File: src/rtl/riscv_mmio_store_if.sv
// Store-path bus between the memory stage / UART transmitter and riscv_mmio_store.
// Member names match the legacy flat ports so existing hookups map one-to-one.
interface riscv_mmio_store_if #(
  parameter int unsigned TX_DEPTH = 8
);
  localparam int unsigned LW = $clog2(TX_DEPTH) + 1;

  logic          i_riscv_mmiostore_en;
  logic [63:0]   i_riscv_mmiostore_addr;
  logic [63:0]   i_riscv_mmiostore_wdata;
  logic [1:0]    i_riscv_mmiostore_size;
  logic          o_riscv_mmiostore_dm_wen;
  logic [63:0]   o_riscv_mmiostore_dm_addr;
  logic [63:0]   o_riscv_mmiostore_dm_wdata;
  logic [7:0]    o_riscv_mmiostore_dm_mask;
  logic          o_riscv_mmiostore_timer_wen;
  logic [15:0]   o_riscv_mmiostore_leds;
  logic [31:0]   o_riscv_mmiostore_seg;
  logic [7:0]    o_riscv_mmiostore_tx_data;
  logic          o_riscv_mmiostore_tx_valid;
  logic          i_riscv_mmiostore_tx_ready;
  logic [LW-1:0] o_riscv_mmiostore_tx_level;
  logic          o_riscv_mmiostore_stall;
  logic          o_riscv_mmiostore_misaligned;

  modport master (
    output i_riscv_mmiostore_en, i_riscv_mmiostore_addr, i_riscv_mmiostore_wdata,
           i_riscv_mmiostore_size, i_riscv_mmiostore_tx_ready,
    input  o_riscv_mmiostore_dm_wen, o_riscv_mmiostore_dm_addr, o_riscv_mmiostore_dm_wdata,
           o_riscv_mmiostore_dm_mask, o_riscv_mmiostore_timer_wen, o_riscv_mmiostore_leds,
           o_riscv_mmiostore_seg, o_riscv_mmiostore_tx_data, o_riscv_mmiostore_tx_valid,
           o_riscv_mmiostore_tx_level, o_riscv_mmiostore_stall, o_riscv_mmiostore_misaligned
  );

  modport slave (
    input  i_riscv_mmiostore_en, i_riscv_mmiostore_addr, i_riscv_mmiostore_wdata,
           i_riscv_mmiostore_size, i_riscv_mmiostore_tx_ready,
    output o_riscv_mmiostore_dm_wen, o_riscv_mmiostore_dm_addr, o_riscv_mmiostore_dm_wdata,
           o_riscv_mmiostore_dm_mask, o_riscv_mmiostore_timer_wen, o_riscv_mmiostore_leds,
           o_riscv_mmiostore_seg, o_riscv_mmiostore_tx_data, o_riscv_mmiostore_tx_valid,
           o_riscv_mmiostore_tx_level, o_riscv_mmiostore_stall, o_riscv_mmiostore_misaligned
  );
endinterface

File: src/rtl/riscv_mmio_store.sv
// Memory-stage store path: byte-lane DM writes, mtimecmp strobe, LED/SEG registers
// and a buffered UART TX FIFO that stalls the pipeline when full.
module riscv_mmio_store #(
  parameter int unsigned TX_DEPTH   = 8,
  parameter logic [63:0] DM_BYTES   = 64'h0000_0000_0001_0000,
  parameter logic [63:0] LED_ADDR   = 64'h0000_0000_1000_0000,
  parameter logic [63:0] SEG_ADDR   = 64'h0000_0000_1000_0008,
  parameter logic [63:0] UART_ADDR  = 64'h0000_0000_1000_0010,
  parameter logic [63:0] TIMER_ADDR = 64'h0000_0000_0200_4000
) (
  input  logic              i_riscv_mmiostore_clk,
  input  logic              i_riscv_mmiostore_rst,
  riscv_mmio_store_if.slave bus
);
  localparam int unsigned PW = $clog2(TX_DEPTH);
  localparam int unsigned LW = PW + 1;

  logic [63:0]   addr;
  logic [7:0]    mask_base;
  logic [7:0]    mask;
  logic [63:0]   wdata_sh;
  logic          misaligned;
  logic          valid_st;
  logic          led_hit, seg_hit, uart_hit, timer_hit, dm_hit;
  logic          full;
  logic          push, pop;
  logic [15:0]   leds;
  logic [31:0]   seg;
  logic [7:0]    mem [TX_DEPTH];
  logic [PW-1:0] wptr, rptr;
  logic [LW-1:0] level;

  assign addr = bus.i_riscv_mmiostore_addr;

  always_comb begin
    mask_base = 8'h01;
    unique case (bus.i_riscv_mmiostore_size)
      2'b00: mask_base = 8'h01;
      2'b01: mask_base = 8'h03;
      2'b10: mask_base = 8'h0F;
      2'b11: mask_base = 8'hFF;
    endcase
  end

  assign mask     = mask_base << addr[2:0];
  assign wdata_sh = bus.i_riscv_mmiostore_wdata << {addr[2:0], 3'b000};

  always_comb begin
    misaligned = 1'b0;
    unique case (bus.i_riscv_mmiostore_size)
      2'b00: misaligned = 1'b0;
      2'b01: misaligned = addr[0];
      2'b10: misaligned = addr[1:0] != 2'b00;
      2'b11: misaligned = addr[2:0] != 3'b000;
    endcase
    misaligned = misaligned & bus.i_riscv_mmiostore_en;
  end

  assign valid_st = bus.i_riscv_mmiostore_en & ~misaligned;

  // MMIO doublewords take precedence so a store never hits DM and a register at once
  assign led_hit   = addr[63:3] == LED_ADDR[63:3];
  assign seg_hit   = addr[63:3] == SEG_ADDR[63:3];
  assign uart_hit  = addr[63:3] == UART_ADDR[63:3];
  assign timer_hit = addr[63:3] == TIMER_ADDR[63:3];
  assign dm_hit    = ~(led_hit | seg_hit | uart_hit | timer_hit) && (addr < DM_BYTES);

  assign full = level == LW'(TX_DEPTH);
  assign push = valid_st & uart_hit & mask[0] & ~full;
  assign pop  = (level != '0) & bus.i_riscv_mmiostore_tx_ready;

  always_ff @(posedge i_riscv_mmiostore_clk) begin
    if (i_riscv_mmiostore_rst) begin
      leds <= '0;
      seg  <= '0;
    end else begin
      if (valid_st && led_hit) begin
        for (int unsigned l = 0; l < 2; l++)
          if (mask[l]) leds[8*l +: 8] <= wdata_sh[8*l +: 8];
      end
      if (valid_st && seg_hit) begin
        for (int unsigned l = 0; l < 4; l++)
          if (mask[l]) seg[8*l +: 8] <= wdata_sh[8*l +: 8];
      end
    end
  end

  always_ff @(posedge i_riscv_mmiostore_clk) begin
    if (i_riscv_mmiostore_rst) begin
      wptr  <= '0;
      rptr  <= '0;
      level <= '0;
    end else begin
      if (push) wptr <= wptr + 1'b1;
      if (pop)  rptr <= rptr + 1'b1;
      if (push && !pop)      level <= level + 1'b1;
      else if (pop && !push) level <= level - 1'b1;
    end
  end

  always_ff @(posedge i_riscv_mmiostore_clk) begin
    if (push) mem[wptr] <= bus.i_riscv_mmiostore_wdata[7:0];
  end

  assign bus.o_riscv_mmiostore_dm_wen     = valid_st & dm_hit;
  assign bus.o_riscv_mmiostore_dm_addr    = {addr[63:3], 3'b000};
  assign bus.o_riscv_mmiostore_dm_wdata   = wdata_sh;
  assign bus.o_riscv_mmiostore_dm_mask    = mask;
  assign bus.o_riscv_mmiostore_timer_wen  = valid_st & timer_hit;
  assign bus.o_riscv_mmiostore_leds       = leds;
  assign bus.o_riscv_mmiostore_seg        = seg;
  assign bus.o_riscv_mmiostore_tx_valid   = level != '0;
  assign bus.o_riscv_mmiostore_tx_data    = (level != '0) ? mem[rptr] : '0;
  assign bus.o_riscv_mmiostore_tx_level   = level;
  assign bus.o_riscv_mmiostore_stall      = valid_st & uart_hit & mask[0] & full;
  assign bus.o_riscv_mmiostore_misaligned = misaligned;
endmodule

File: src/flat_wrapper.sv
// flat-port wrapper written by rule: the top's interface ports become plain ports
module riscv_mmio_store_flat 
#(
  parameter int unsigned TX_DEPTH   = 8,
  parameter logic [63:0] DM_BYTES   = 64'h0000_0000_0001_0000,
  parameter logic [63:0] LED_ADDR   = 64'h0000_0000_1000_0000,
  parameter logic [63:0] SEG_ADDR   = 64'h0000_0000_1000_0008,
  parameter logic [63:0] UART_ADDR  = 64'h0000_0000_1000_0010,
  parameter logic [63:0] TIMER_ADDR = 64'h0000_0000_0200_4000
)
  (i_riscv_mmiostore_clk, i_riscv_mmiostore_rst, bus_i_riscv_mmiostore_en, bus_i_riscv_mmiostore_addr, bus_i_riscv_mmiostore_wdata, bus_i_riscv_mmiostore_size, bus_i_riscv_mmiostore_tx_ready, bus_o_riscv_mmiostore_dm_wen, bus_o_riscv_mmiostore_dm_addr, bus_o_riscv_mmiostore_dm_wdata, bus_o_riscv_mmiostore_dm_mask, bus_o_riscv_mmiostore_timer_wen, bus_o_riscv_mmiostore_leds, bus_o_riscv_mmiostore_seg, bus_o_riscv_mmiostore_tx_data, bus_o_riscv_mmiostore_tx_valid, bus_o_riscv_mmiostore_tx_level, bus_o_riscv_mmiostore_stall, bus_o_riscv_mmiostore_misaligned);
  riscv_mmio_store_if #(.TX_DEPTH(TX_DEPTH)) bus_i ();
  input  logic i_riscv_mmiostore_clk;
  input  logic i_riscv_mmiostore_rst;
  input wire logic [$bits(bus_i.i_riscv_mmiostore_en)-1:0] bus_i_riscv_mmiostore_en;
  input wire logic [$bits(bus_i.i_riscv_mmiostore_addr)-1:0] bus_i_riscv_mmiostore_addr;
  input wire logic [$bits(bus_i.i_riscv_mmiostore_wdata)-1:0] bus_i_riscv_mmiostore_wdata;
  input wire logic [$bits(bus_i.i_riscv_mmiostore_size)-1:0] bus_i_riscv_mmiostore_size;
  input wire logic [$bits(bus_i.i_riscv_mmiostore_tx_ready)-1:0] bus_i_riscv_mmiostore_tx_ready;
  output wire logic [$bits(bus_i.o_riscv_mmiostore_dm_wen)-1:0] bus_o_riscv_mmiostore_dm_wen;
  output wire logic [$bits(bus_i.o_riscv_mmiostore_dm_addr)-1:0] bus_o_riscv_mmiostore_dm_addr;
  output wire logic [$bits(bus_i.o_riscv_mmiostore_dm_wdata)-1:0] bus_o_riscv_mmiostore_dm_wdata;
  output wire logic [$bits(bus_i.o_riscv_mmiostore_dm_mask)-1:0] bus_o_riscv_mmiostore_dm_mask;
  output wire logic [$bits(bus_i.o_riscv_mmiostore_timer_wen)-1:0] bus_o_riscv_mmiostore_timer_wen;
  output wire logic [$bits(bus_i.o_riscv_mmiostore_leds)-1:0] bus_o_riscv_mmiostore_leds;
  output wire logic [$bits(bus_i.o_riscv_mmiostore_seg)-1:0] bus_o_riscv_mmiostore_seg;
  output wire logic [$bits(bus_i.o_riscv_mmiostore_tx_data)-1:0] bus_o_riscv_mmiostore_tx_data;
  output wire logic [$bits(bus_i.o_riscv_mmiostore_tx_valid)-1:0] bus_o_riscv_mmiostore_tx_valid;
  output wire logic [$bits(bus_i.o_riscv_mmiostore_tx_level)-1:0] bus_o_riscv_mmiostore_tx_level;
  output wire logic [$bits(bus_i.o_riscv_mmiostore_stall)-1:0] bus_o_riscv_mmiostore_stall;
  output wire logic [$bits(bus_i.o_riscv_mmiostore_misaligned)-1:0] bus_o_riscv_mmiostore_misaligned;
  assign bus_i.i_riscv_mmiostore_en = bus_i_riscv_mmiostore_en;
  assign bus_i.i_riscv_mmiostore_addr = bus_i_riscv_mmiostore_addr;
  assign bus_i.i_riscv_mmiostore_wdata = bus_i_riscv_mmiostore_wdata;
  assign bus_i.i_riscv_mmiostore_size = bus_i_riscv_mmiostore_size;
  assign bus_i.i_riscv_mmiostore_tx_ready = bus_i_riscv_mmiostore_tx_ready;
  assign bus_o_riscv_mmiostore_dm_wen = bus_i.o_riscv_mmiostore_dm_wen;
  assign bus_o_riscv_mmiostore_dm_addr = bus_i.o_riscv_mmiostore_dm_addr;
  assign bus_o_riscv_mmiostore_dm_wdata = bus_i.o_riscv_mmiostore_dm_wdata;
  assign bus_o_riscv_mmiostore_dm_mask = bus_i.o_riscv_mmiostore_dm_mask;
  assign bus_o_riscv_mmiostore_timer_wen = bus_i.o_riscv_mmiostore_timer_wen;
  assign bus_o_riscv_mmiostore_leds = bus_i.o_riscv_mmiostore_leds;
  assign bus_o_riscv_mmiostore_seg = bus_i.o_riscv_mmiostore_seg;
  assign bus_o_riscv_mmiostore_tx_data = bus_i.o_riscv_mmiostore_tx_data;
  assign bus_o_riscv_mmiostore_tx_valid = bus_i.o_riscv_mmiostore_tx_valid;
  assign bus_o_riscv_mmiostore_tx_level = bus_i.o_riscv_mmiostore_tx_level;
  assign bus_o_riscv_mmiostore_stall = bus_i.o_riscv_mmiostore_stall;
  assign bus_o_riscv_mmiostore_misaligned = bus_i.o_riscv_mmiostore_misaligned;
  riscv_mmio_store #(.TX_DEPTH(TX_DEPTH), .DM_BYTES(DM_BYTES), .LED_ADDR(LED_ADDR), .SEG_ADDR(SEG_ADDR), .UART_ADDR(UART_ADDR), .TIMER_ADDR(TIMER_ADDR)) u_core (.i_riscv_mmiostore_clk(i_riscv_mmiostore_clk), .i_riscv_mmiostore_rst(i_riscv_mmiostore_rst), .bus(bus_i));
endmodule
File: config.mk
export PLATFORM = sky130hd
export DESIGN_NAME = riscv_mmio_store_flat
export DESIGN_NICKNAME = d
export VERILOG_FILES = /design/src/rtl/riscv_mmio_store_if.sv /design/src/rtl/riscv_mmio_store.sv /design/src/flat_wrapper.sv
export SDC_FILE = /design/constraint.sdc
export NUM_CORES = 1
export LEC_CHECK = 0
export ABC_AREA = 1
export CAP_MARGIN = 20
export CORE_ASPECT_RATIO = 0.8
export CORE_MARGIN = 3
export CORE_UTILIZATION = 37
export CTS_CLUSTER_DIAMETER = 60
export DETAILED_ROUTE_END_ITERATION = 8
export DONT_BUFFER_PORTS = 1
export PLACE_DENSITY_LB_ADDON = 0.25
export SLEW_MARGIN = 20
export SYNTH_ARGS = -nofsm -noshare
export SYNTH_HDL_FRONTEND = slang
export SYNTH_SLANG_ARGS = --single-unit
File: constraint.sdc
create_clock -name i_riscv_mmiostore_clk -period 3.7 [get_ports i_riscv_mmiostore_clk]
set_input_delay 1.11 -clock i_riscv_mmiostore_clk [delete_from_list [all_inputs] [get_ports i_riscv_mmiostore_clk]]
set_output_delay 1.11 -clock i_riscv_mmiostore_clk [all_outputs]
set_load 0.05 [all_outputs]
==> metrics.md, run 1 <==
| Metric | Value |
|---|---|
| Critical Path End | `bus_o_riscv_mmiostore_dm_wdata[43]` |
| Die X | `168 microns` |
| Final hold slack | `roughly 460 ps` |
| Number of routed nets with antenna violations | `0` |
| Met2 WL | `between 10000 and 15000 microns` |
| Area contributors post-synth | `edfxtp_1 25%, dfxtp_1 16%, nor2_1 13%, nand2_1 9.7%, o21ai_0 7.1%` |
| Crit. Startpoint | `bus_i_riscv_mmiostore_addr[0]` |
| Largest area contributor in the netlist | `edfxtp_1` |
| Path length in cells of the critical path | `6` |
| Most frequent cells in the layout | `274 x nor2_1, 201 x nand2_1, 107 x buf_4` |
| EDFF count, synth | `64` |
| Max Freq | `roughly 0.29 GHz` |
| Hold_buf cts | `0` |
| # Max-Cap Violations | `0` |
| Seq/Total Area, Yosys | `0.404` |
| Crit path top cell by count | `nand2_1` |
| Pwr Density | `547 nW/um^2` |
| Die ar. | `22800 sq um` |
| TritonCTS clock tree | `built` |
| Wl on met1 | `11600 microns` |
| Asr flop ratio synth | `0` |
| IO Pins | `around 340` |
| Final GP Congestion | `~0.9` |
| Final Max Slew Viols | `0` |
| CTS clk-pin slew, worst paths | `60 ps` |
| Max incr delay on CP | `roughly 300 ps` |
| Setup TNS | `0 ps` |
| CP max FO | `71` |
| Post-CTS Setup Repair Bufs | `0` |
| FF-to-FF setup slack | `1000 ps` |
| Hold Violations, Final | `0` |
| Critical path capture point type | `primary output` |
| Post-synthesis cell type count | `39` |
| Router iterations before antenna repair | `4` |
| Slowest CP cell | `inv_2` |
| Worst R2R Start | `u_core.bus.o_riscv_mmiostore_tx_level[0]$_SDFFE_PP0P_` |
| Routed len/inst | `19.1 microns` |
| Later-pin clock latency in the skew report | `approximately 420 ps` |
| Vias in the first global route | `around 6600` |
| Layout cells sized above 1 | `0.176` |
| RSZ-0062 raised after global routing | `no` |
| Row cnt | `46` |
| Mapped Cells | `1075` |
| Worst slew margin | `0.580` |
| Fin crit period | `around 3500 ps` |
| Ys Warns | `0` |
| Post-cts sizing count | `0` |
| Most common cell after layout, fill and taps aside | `nor2_1` |
| Met3 routed WL | `roughly 2000 microns` |
| Clock buffer depth | `2` |
| Total congestion overflow | `0` |
| Most used DFF post-synth | `edfxtp_1` |
| Leakage | `0.00394 uW` |
| Fin crit share | `0.940` |
| CP Launch Type | `input port` |
| Clk sink count | `around 130` |
| Root buf cell | `clkbuf_16` |
| Worst Reg-to-Reg Cells | `16` |
| Arrival time worst endpoint | `between 2000 and 2500 ps` |
| H-tree depth | `4` |
| Detailed placement HPWL | `just over 20000 microns` |
| Required time worst endpoint | `2590 ps` |
| Syn avg cell area | `a little over 7 sq um` |
| Worst IR drop on VDD | `just under 500 uV` |
| Mapped Area | `between 7000 and 8000 sq um` |
| Core ar. | `20200 sq um` |
| Delay-heaviest family, CP | `buffers and inverters` |
| Worst reg2reg endpoint | `u_core.bus.o_riscv_mmiostore_tx_level[3]$_SDFFE_PP0P_` |
| Largest net degree at the start of global routing | `between 70 and 80` |
| Initial Util | `0.385` |
| Bufs and invs on worst path | `2` |
| Diodes inserted | `0` |
| Final Setup Violations | `0` |
| Yosys top cell area share | `0.247` |
| Total track usage | `0.225` |
| First-pass GRT wire length | `39500 microns` |
| Highest routed metal layer | `met4` |
| Flops & latches, synth | `~130` |
| Synth-to-layout area growth | `16.9%` |
| Status | `finished, final reports clean` |
| Height of the die | `136 microns` |
| Critical path class | `in -> out` |
| Least-Margin Pin Slew | `roughly 630 ps` |
| Vias/cell | `5.18` |
| Port-buffer cells | `0` |
| Initial antenna violation count | `0` |
| CP cell instances | `inv_2, nand2_1, o21ai_0, nand2_1, o21ai_1, buf_4` |
| Worst clock skew | `between 10 and 15 ps` |
| Wirelength, routed | `approximately 26000 microns` |
| Routed vias | `approximately 7100` |
| CTS buffer count | `17` |
| HP Class | `reg -> reg` |
| Drt initial violations | `about 490` |
| Post-route DRC | `0` |
| Final net count | `~1200` |
## report_power, final
group          internal [uW]  switching [uW]  total, uW
logic                    536            1260       1790
clock network            962             710       1670
registers               1490            17.0       1510
total                   2990            1980       4970
## cell usage after synthesis, drive strengths merged, types with 3 or more instances
cell type,count
a21oi,12
a22oi,9
buf,86
clkbuf,29
dfxtp,61
edfxtp,64
ha,5
inv,79
mux2i,18
nand2,212
nand3,46
nand4,6
nor2,288
nor4,3
o211ai,15
o21ai,112
o22ai,5
o32ai,16
## sequential cells by signal, summed over array words and instances, names as in the netlist, named ones only
| register | count |
|---|---|
| u_core.mem | 64 |
| u_core.bus.o_riscv_mmiostore_seg | 32 |
| u_core.bus.o_riscv_mmiostore_leds | 16 |
| u_core.bus.o_riscv_mmiostore_tx_level | 4 |
| u_core.rptr | 3 |
| u_core.wptr | 3 |
## logic make-up after synthesis
group / count (synthesis) / share of synthesized area
buffers and inverters: 195 / 0.132
multiplexers: 18 / 0.0232
XOR/XNOR: 1 / 0.00113
other: 1 / 0.000482
adder cells (fa/ha/maj): 6 / 0.0106
AO/OA/AOI/OAI: 171 / 0.127
flip-flops: 125 / 0.404
AND/OR/NAND/NOR: 558 / 0.302
## routing by layer
layer | track usage | up-vias
met4 | 0.0582 | 0
li1 | - | 3506
met3 | 0.0651 | 22
met5 | 0 | -
met1 | 0.300 | 3303
met2 | 0.361 | 306
## worst min-delay path: stages (launching register included)
cell     delay, ps
dfxtp_1        310
inv_1           50
a21oi_1         60
## worst min-delay path by stage
stage                                 from                     endpoint  slack [ps]  cells past startpoint
6_report       u_core.rptr[2]$_SDFFE_PP0P_                     register         460                      2
5_1_grt        u_core.rptr[2]$_SDFFE_PP0P_  u_core.rptr[2]$_SDFFE_PP0P_         500                      2
4_1_cts        u_core.rptr[2]$_SDFFE_PP0P_                     register         470                      2
3_5_place_dp   u_core.rptr[2]$_SDFFE_PP0P_                     register         460                      2
3_3_place_gp   u_core.rptr[2]$_SDFFE_PP0P_  u_core.rptr[2]$_SDFFE_PP0P_         450                      2
2_1_floorplan  u_core.rptr[2]$_SDFFE_PP0P_                     register         430                      2
## through the flow
| stage | utilization | power [uW] | setup slack [ps] | instance area [sq um] | std cells |
|---|---|---|---|---|---|
| after detailed placement | 0.421 | 3340 | 254 | 8500 | 1345 |
| after global placement | 0.421 | 3330 | 277 | 8500 | 1345 |
| after CTS | 0.450 | 5020 | 246 | 9090 | 1377 |
| final | 0.450 | 4970 | 221 | 9090 | 1377 |
| after global routing | 0.450 | 5240 | 123 | 9090 | 1377 |
| after floorplan | - | 2990 | -225 | 7850 | 1077 |
## cell type report
cell class / instances / area [sq um]
Fill cell: 2061 / 11100
Multi-Input combinational cell: 757 / 3680
Sequential cell: 125 / 3140
Timing Repair Buffer: 119 / 1040
Clock buffer: 17 / 425
Tap cell: 264 / 330
Inverter: 80 / 304
Clock inverter: 15 / 173
Note: power is estimated with default switching activity, not from simulation.
==> inputs of run 2 (changes only) <==
--- a/config.mk
+++ b/config.mk
@@ -6,7 +6,7 @@
 export NUM_CORES = 1
 export LEC_CHECK = 0
 export ABC_AREA = 1
-export CAP_MARGIN = 20
+export CAP_MARGIN = 30
 export CORE_ASPECT_RATIO = 0.8
 export CORE_MARGIN = 3
 export CORE_UTILIZATION = 37
==> constraint.sdc (replaced) <==
create_clock -name i_riscv_mmiostore_clk -period 4 [get_ports i_riscv_mmiostore_clk]
set_input_delay 1.2 -clock i_riscv_mmiostore_clk [delete_from_list [all_inputs] [get_ports i_riscv_mmiostore_clk]]
set_output_delay 1.2 -clock i_riscv_mmiostore_clk [all_outputs]
set_load 0.05 [all_outputs]
==> run 2 against run 1 <==
Flip-flop and latch count unchanged; design area shrank 2.5%; power decreased by 8.2%; critical endpoint is now bus_o_riscv_mmiostore_dm_wdata[62]; largest cell class unchanged.
==> metrics.md, run 2 (synthesized netlist as in run 1, its figures left out) <==
| Metric | Value |
|---|---|
| Critical path capture point type | `primary output` |
| Hold Path Cell Cnt | `2 (unchanged)` |
| Vias in the first global route | `6780 (+3.4%)` |
| Worst reg2reg endpoint | `u_core.bus.o_riscv_mmiostore_tx_level[3]$_SDFFE_PP0P_` |
| Fin crit share | `0.953` |
| Hold path startpoint | `u_core.rptr[2]$_SDFFE_PP0P_` |
| Final Setup Violations | `0 (unchanged)` |
| # Max-Cap Violations | `0 (unchanged)` |
| Final hold slack | `453 ps (-11.3 ps)` |
| CTS buffer count | `17 (unchanged)` |
| Final Max Slew Viols | `0 (unchanged)` |
| Number of routed nets with antenna violations | `0 (unchanged)` |
| Post-cts sizing count | `0 (unchanged)` |
| Die X | `168 microns (unchanged)` |
| Hold Violations, Final | `0 (unchanged)` |
| HP Class | `reg -> reg` |
| Dpl cell area | `8280 sq um (-2.5%)` |
| Met2 WL | `12100 microns (-1.4%)` |
| Detailed placement HPWL | `20600 microns (+1.2%)` |
| Routed vias | `7200 (+0.88%)` |
| Router iterations before antenna repair | `5 (+1)` |
| Total congestion overflow | `0 (unchanged)` |
| Largest register FFs | `64 (unchanged)` |
| Worst clock skew | `7.23 ps (-5.19 ps)` |
| Layout cells sized above 1 | `0.166 (-0.0100)` |
| Root buf cell | `clkbuf_16` |
| Final GP Congestion | `0.939 (+4.4%)` |
| Largest net degree at the start of global routing | `72 (unchanged)` |
| CTS clk-pin slew, worst paths | `60 ps (about the same)` |
| Met3 routed WL | `2740 microns (+33%)` |
| Required time worst endpoint | `2800 ps (+210 ps)` |
| Final net count | `1229 (-0.89%)` |
| Core ar. | `20200 sq um (unchanged)` |
| Fin crit period | `~3800 ps` |
| Pwr Density | `515 nW/um^2 (-5.8%)` |
| CP Launch Type | `input port` |
| Layout Cell Area excl Fill | `8870 sq um (-2.5%)` |
| FF-to-FF setup slack | `1150 ps (+150 ps)` |
| Worst Reg-to-Reg Cells | `15 (-1)` |
| Clk sink count | `125 (unchanged)` |
| IO Pins | `335 (unchanged)` |
| Status | `finished, final reports clean` |
| Routed len/inst | `19.8 microns (+3.5%)` |
| Row cnt | `46 (unchanged)` |
| Wirelength, routed | `27000 microns (+2.7%)` |
| Post-CTS Setup Repair Bufs | `0 (unchanged)` |
| Critical path class | `in -> out` |
| Total track usage | `0.229 (+0.00415)` |
| Worst IR drop on VDD | `458 uV (-5.0%)` |
| CP max FO | `71 (unchanged)` |
| Post-route DRC | `0 (unchanged)` |
| Most frequent cells in the layout | `274 x nor2_1, 201 x nand2_1, 106 x buf_4` |
| Die ar. | `22800 sq um (unchanged)` |
| Diodes inserted | `0 (unchanged)` |
| Fillers | `2076 (+0.73%)` |
| Vias/cell | `5.27 (+1.7%)` |
| Clock buffer depth | `2 (unchanged)` |
| Most common cell after layout, fill and taps aside | `nor2_1` |
| TritonCTS clock tree | `built` |
| Total Power | `4570 uW (-8.2%)` |
| Initial Util | `0.385 (unchanged)` |
| Port-buffer cells | `0 (unchanged)` |
| Arrival time worst endpoint | `2610 ps (+240 ps)` |
| Height of the die | `136 microns (unchanged)` |
| Later-pin clock latency in the skew report | `410 ps (about the same)` |
| Leakage | `0.00384 uW (-2.6%)` |
| First-pass GRT wire length | `39900 microns (+1.1%)` |
| Synth-to-layout area growth | `14.0%` |
| Wl on met1 | `11500 microns (-0.67%)` |
| Worst R2R Start | `u_core.bus.o_riscv_mmiostore_tx_level[3]$_SDFFE_PP0P_` |
| Least-Margin Pin Slew | `773 ps (+143 ps)` |
| Drt initial violations | `585 (+19%)` |
| Largest reg by FF count | `u_core.mem` |
| Hold_buf cts | `0 (unchanged)` |
| Highest routed metal layer | `met4` |
| Max Freq | `0.262 GHz` |
| H-tree depth | `4 (unchanged)` |
| RSZ-0062 raised after global routing | `no` |
| Initial antenna violation count | `0 (unchanged)` |
| Worst slew margin | `0.484 (-0.0958)` |
[run 2: changes by cell type in the layout (fill, tap and decap cells not counted), sizes merged]
| cell | previous run | this run |
|---|---|---|
| buf | 119 | 108 |
| bufinv | 1 | 2 |
| clkinv | 4 | 6 |
| clkinvlp | 2 | 3 |
| inv | 88 | 84 |
[run 2: report_power, final]
part           internal, uW  switching (uW)
registers              1380            77.5
logic                   454            1110
clock network           928             615
[run 2: final cells by class]
cell class                      instances  area [sq um]  share of cell area
Clock buffer                           17           425              0.0480
Clock inverter                         15           163              0.0183
Inverter                               80           304              0.0343
Multi-Input combinational cell        757          3670               0.414
Sequential cell                       125          3140               0.354
Tap cell                              264           330              0.0372
Timing Repair Buffer                  108           836              0.0942
[run 2: worst max-delay path by stage]
| stage | from | end | depth (start not counted) |
|---|---|---|---|
| after global routing | bus_i_riscv_mmiostore_addr[0] | bus_o_riscv_mmiostore_dm_wdata[62] | 7 |
| after CTS | bus_i_riscv_mmiostore_addr[0] | bus_o_riscv_mmiostore_dm_wdata[54] | 7 |
| after detailed placement | bus_i_riscv_mmiostore_addr[0] | bus_o_riscv_mmiostore_dm_wdata[54] | 7 |
| final | bus_i_riscv_mmiostore_addr[0] | bus_o_riscv_mmiostore_dm_wdata[62] | 7 |
| after floorplan | bus_i_riscv_mmiostore_addr[0] | bus_o_riscv_mmiostore_dm_wdata[50] | 7 |
| after global placement | bus_i_riscv_mmiostore_addr[0] | bus_o_riscv_mmiostore_dm_wdata[54] | 7 |
[run 2: worst max-delay path, cell delays in order]
cell	delay, ps
inv_2	340
buf_4	280
nand2_1	60
nand2_1	70
o21ai_0	140
o21ai_1	250
buf_4	240
[run 2: per-layer routing]
layer,vias up,global-route usage
met4,0,0.0777
met5,-,0
met3,36,0.0913
met1,3323,0.293
li1,3482,-
met2,359,0.354
[run 2: stage by stage]
stage / setup WS (ps) / util / setup TNS, ps / instances
after CTS: 255 / 0.439 / 0 / 1366
after global routing: 138 / 0.439 / 0 / 1366
final: 187 / 0.439 / 0 / 1366
after detailed placement: 261 / 0.410 / 0 / 1334
after floorplan: -105 / - / -402 / 1077
after global placement: 259 / 0.410 / 0 / 1334
